===== src/rtl/seg7_time_display.sv =====
// Registered BCD-to-7-segment stage for six HEX digits with range check and field/alarm blinking.
// Optional build macro HOUR_LEADING_ZERO_BLANK_EN blanks an in-range leading hour zero.
module seg7_time_display #(
    parameter int unsigned CLK_HZ   = 50000000,
    parameter int unsigned BLINK_HZ = 2
) (
    input  logic       clk_clk,
    input  logic       reset_reset,
    input  logic [3:0] display_h1_export,
    input  logic [3:0] display_h0_export,
    input  logic [3:0] display_m1_export,
    input  logic [3:0] display_m0_export,
    input  logic [3:0] display_s1_export,
    input  logic [3:0] display_s0_export,
    input  logic       load,
    input  logic [1:0] edit_field,
    input  logic       alarm_active,
    output logic [6:0] hex_h1,
    output logic [6:0] hex_h0,
    output logic [6:0] hex_m1,
    output logic [6:0] hex_m0,
    output logic [6:0] hex_s1,
    output logic [6:0] hex_s0
);

    localparam int unsigned HALF = CLK_HZ / (2 * BLINK_HZ);
    localparam int unsigned CW   = (HALF > 1) ? $clog2(HALF) : 1;
    localparam logic [CW-1:0] CNT_LAST = CW'(HALF - 1);

    localparam logic [6:0] SEG_BLANK = 7'h7F;
    localparam logic [6:0] SEG_DASH  = 7'h3F;

    // Digit index order everywhere: 0=h1, 1=h0, 2=m1, 3=m0, 4=s1, 5=s0
    logic [3:0]    din     [6];
    logic [3:0]    dig_q   [6];
    logic [3:0]    dig_d   [6];
    logic [6:0]    hex_q   [6];
    logic [6:0]    hex_d   [6];
    logic          blank   [6];
    logic          dash    [6];
    logic [CW-1:0] cnt_q, cnt_d;
    logic          phase_q, phase_d;
    logic [1:0]    edit_q;
    logic          alarm_q;
    logic          restart;
    logic          hr_pair_bad;

    assign din[0] = display_h1_export;
    assign din[1] = display_h0_export;
    assign din[2] = display_m1_export;
    assign din[3] = display_m0_export;
    assign din[4] = display_s1_export;
    assign din[5] = display_s0_export;

    assign hex_h1 = hex_q[0];
    assign hex_h0 = hex_q[1];
    assign hex_m1 = hex_q[2];
    assign hex_m0 = hex_q[3];
    assign hex_s1 = hex_q[4];
    assign hex_s0 = hex_q[5];

    function automatic logic [6:0] seg_enc(input logic [3:0] d);
        case (d)
            4'd0:    seg_enc = 7'h40;
            4'd1:    seg_enc = 7'h79;
            4'd2:    seg_enc = 7'h24;
            4'd3:    seg_enc = 7'h30;
            4'd4:    seg_enc = 7'h19;
            4'd5:    seg_enc = 7'h12;
            4'd6:    seg_enc = 7'h02;
            4'd7:    seg_enc = 7'h78;
            4'd8:    seg_enc = 7'h00;
            4'd9:    seg_enc = 7'h10;
            default: seg_enc = SEG_DASH;
        endcase
    endfunction

    function automatic logic [3:0] dig_max(input int unsigned idx);
        if (idx == 0)                  dig_max = 4'd2;
        else if (idx == 2 || idx == 4) dig_max = 4'd5;
        else                           dig_max = 4'd9;
    endfunction

    // Blink counter; a new edit field or a rising alarm restarts it in the visible phase
    always_comb begin
        restart = (edit_field != edit_q) || (alarm_active && !alarm_q);
        cnt_d   = cnt_q + CW'(1);
        phase_d = phase_q;
        if (restart) begin
            cnt_d   = '0;
            phase_d = 1'b0;
        end else if (cnt_q == CNT_LAST) begin
            cnt_d   = '0;
            phase_d = ~phase_q;
        end
    end

    always_comb begin
        hr_pair_bad = (dig_q[0] == 4'd2) && (dig_q[1] > 4'd3);
        for (int unsigned i = 0; i < 6; i++) begin
            dig_d[i] = load ? din[i] : dig_q[i];
            blank[i] = phase_q && (alarm_q || (edit_q == 2'(i / 2 + 1)));
            dash[i]  = (dig_q[i] > dig_max(i)) || ((i < 2) && hr_pair_bad);
            if (blank[i])
                hex_d[i] = SEG_BLANK;
            else if (dash[i])
                hex_d[i] = SEG_DASH;
            else
                hex_d[i] = seg_enc(dig_q[i]);
        end
`ifdef HOUR_LEADING_ZERO_BLANK_EN
        if (dig_q[0] == 4'd0)
            hex_d[0] = SEG_BLANK;
`endif
    end

    always_ff @(posedge clk_clk) begin
        if (reset_reset) begin
            for (int unsigned i = 0; i < 6; i++) begin
                dig_q[i] <= '0;
                hex_q[i] <= SEG_BLANK;
            end
            cnt_q   <= '0;
            phase_q <= 1'b0;
            edit_q  <= '0;
            alarm_q <= 1'b0;
        end else begin
            for (int unsigned i = 0; i < 6; i++) begin
                dig_q[i] <= dig_d[i];
                hex_q[i] <= hex_d[i];
            end
            cnt_q   <= cnt_d;
            phase_q <= phase_d;
            edit_q  <= edit_field;
            alarm_q <= alarm_active;
        end
    end

endmodule

===== config.mk =====
export PLATFORM = sky130hd
export DESIGN_NAME = seg7_time_display
export DESIGN_NICKNAME = d
export VERILOG_FILES = /design/src/rtl/seg7_time_display.sv
export SDC_FILE = /design/constraint.sdc
export NUM_CORES = 1
export LEC_CHECK = 0
export ABC_AREA = 1
export ABC_CLOCK_PERIOD_IN_PS = 4000
export CAP_MARGIN = 40
export CORE_AREA = 2 2 102 80
export CTS_CLUSTER_SIZE = 8
export DETAILED_ROUTE_END_ITERATION = 8
export DIE_AREA = 0 0 104 82
export PLACE_DENSITY = 0.87
export REMOVE_ABC_BUFFERS = 1
export SKIP_LAST_GASP = 1
export SYNTH_ARGS = -nofsm -noshare
export SYNTH_HDL_FRONTEND = slang
export SYNTH_SLANG_ARGS = --single-unit

===== constraint.sdc =====
create_clock -name clk_clk -period 4 [get_ports clk_clk]
set_input_delay 0.4 -clock clk_clk [delete_from_list [all_inputs] [get_ports clk_clk]]
set_output_delay 0.4 -clock clk_clk [all_outputs]
set_load 0.01 [all_outputs]

==> results.toml <==
[status]
outcome = "complete, no violations"

[cells_and_area]
nets = 664
n_antenna_cell = 0
area_growth_pct = 23.6
drive_gt1_frac = 0.0691
final_core_util = 0.680

[setup_path]
path_common_cell = "nand2_2"
worst_setup_path_end_kind = "flip-flop"
cp_max_fo = 28
rr_startpoint = "cnt_q[0]$_SDFF_PP0_"
cp_num_buf_inv = 2
path_cells = "clkdlybuf4s50_1, clkinv_2, nand2_2, nor3_4, nand2_2, a21oi_2"
startpoint_type = "primary input"
crit_family = "buffers and inverters"
crit_path_max_incr_delay_ps = 530
startpoint = "reset_reset"
worstPathRequired_ps = 4280
path_class = "primary input to flip-flop"
cp_slowest_cell = "clkdlybuf4s50_1"
cp.arrival_ps = 2200

[global_routing]
top_usage_layer = "met2"
grt_max_degree = 29
use_met3 = 0.0683
grt_use_total = 0.216
use_met1 = 0.254
grt_pass1_vias = 3467
grt_pass1_wl_um = 14900
grtUsageMet2 = 0.389
grt_overflow_total = 0
antenna_found_initial = 0

[sta]
slew_headroom = 0.585
setup_ws_ps = 2080
tightest_slew_ps = 622
period_share = 0.480
grt_setup_unrepaired = "no"
setup_viol = 0
fin_skew_ps = 13.0
fin_tns_setup_ps = 0
max_freq_ghz = 0.520
min_period_ps = 1920
final_max_slew_viol_count = 0
hold_violations = 0

[logic_synthesis]
ys_top_cells_by_area = "dfxtp_1, nand2_1, ha_1, o21ai_0, nor2_1"
ys_async_sr_fraction = 0
synth.top_cell.area_share = 0.452
synth_edf_count = 0
ys_ff_latch = 94
synth_top_area_cell = "dfxtp_1"
synth_common_cells = "nand2_1, dfxtp_1, nor2_1"
synth.most_common_cell = "nand2_1"
syn_area_sq_um = 4160
synth_ff_type = "dfxtp_1"
yosysWarnings = 0
synth.avg_cell_area_sq_um = 7.86
syn_inst = 530
ys_seq_area_frac = 0.452
yosysUniqueCellTypes = 28

[worst_hold_path]
hold_path.class = "flip-flop to flip-flop"
hp-start = "cnt_q[0]$_SDFF_PP0_"

[route]
avgViaCountPerCell = 5.08
drt_iter0_drc = 185
vias = 3619
wl_per_cell_um = 12.8
first_pass_iters = 5
routed_wl_um = 9100
ant_nets = 0
drc = 0

[cts]
clk_pin_slew_ps = 80
clock_path_buffers = 2
ctsHtreeMaxLevel = 3
tritoncts = "done"
clock_latency_ps = 360
cts_resized = 0
root_buffer = "clkbuf_8"
cts_hold_buf = 0
cts_setup_buffers = 0
cts_buffers = 9
clock-sinks = 94

[power]
p_per_area_nw_per_um2 = 372
p_leak_nw = 2.03
vdd_drop_max_uv = 246

[run]
cap_viol_max_count = 0

[floorplanning]
core_sq_um = 7570
dieArea_sq_um = 8530
start_util = 0.550
io_pins = 72
die_w_um = 104
rows = 28
die_h_um = 82

[place]
numPortBuffers = 71
dp_hpwl_um = 6930
place_congestion = 0.923
dp_slack_ps = 1710
placed cells by master, fill, tap and decap left out, types with 2 or more instances in the layout:
cell	Yosys	routed
ha_1	30	30
xor2_1	3	3
o21bai_1	2	2
nor2_1	58	58
clkdlybuf4s50_1	0	71
dfxtp_1	94	94
a21oi_1	34	34
a21oi_2	7	7
nand3_1	36	36
nand2_2	3	3
nor2_2	5	5
o21ai_0	54	54
nor3_1	3	3
clkinv_1	2	2
nand4_1	4	4
clkinvlp_4	0	2
xnor2_1	5	5
nand2_1	102	102
inv_1	54	54
clkbuf_8	0	10
o211ai_1	11	11
or2_2	8	8
per-layer routing:
| metal | wire [um] | vias up | part of all wire |
|---|---|---|---|
| li1 | - | 1870 | - |
| met1 | 3940 | 1638 | 0.43 |
| met2 | 4410 | 99 | 0.48 |
| met3 | 657 | 12 | 0.072 |
| met4 | 94 | 0 | 0.010 |
| met5 | 0 | - | 0 |
cell families after synthesis:
| kind of cell | share of synthesized area |
|---|---|
| AO/OA/AOI/OAI | 0.148 |
| AND/OR/NAND/NOR | 0.229 |
| XOR/XNOR | 0.0168 |
| adder cells (fa/ha/maj) | 0.0901 |
| flip-flops | 0.452 |
| buffers and inverters | 0.0637 |
flip-flops by register name (all words and copies together), names as in the netlist:
signal   count
hex_q       42
cnt_q       24
dig_q       24
edit_q       2
alarm_q      1
phase_q      1
power breakdown:
part / internal [mW] / switching [mW]
logic: 0.155 / 0.157
clock network: 0.243 / 0.325
registers: 1.00 / 0.0320
worst paths after layout:
kind	end	cells past startpoint	slack, ps
setup / recovery	cnt_q[23]$_SDFF_PP0_	6	2080
hold / removal	cnt_q[0]$_SDFF_PP0_	1	450
setup reg to reg	cnt_q[21]$_SDFF_PP0_	6	2280
hold reg to reg	cnt_q[0]$_SDFF_PP0_	1	450
area by class of cell:
type / instances / area [sq um]
Timing Repair Buffer: 72 / 726
Fill cell: 628 / 2420
Multi-Input combinational cell: 370 / 2020
Sequential cell: 94 / 1880
Clock inverter: 4 / 32.5
Clock buffer: 11 / 141
Tap cell: 105 / 131
Inverter: 57 / 215
through the flow:
| step | power, mW | hold slack, ps | instances | area, sq um |
|---|---|---|---|---|
| 3_3_place_gp | 1.35 | 426 | 697 | 4960 |
| 6_report | 1.91 | 447 | 713 | 5140 |
| 5_1_grt | 1.99 | 492 | 713 | 5140 |
| 2_1_floorplan | 1.20 | 418 | 521 | 4110 |
| 4_1_cts | 1.92 | 450 | 713 | 5140 |
| 3_5_place_dp | 1.36 | 435 | 698 | 4970 |
No activity file was read; power rests on OpenSTA's default activity.
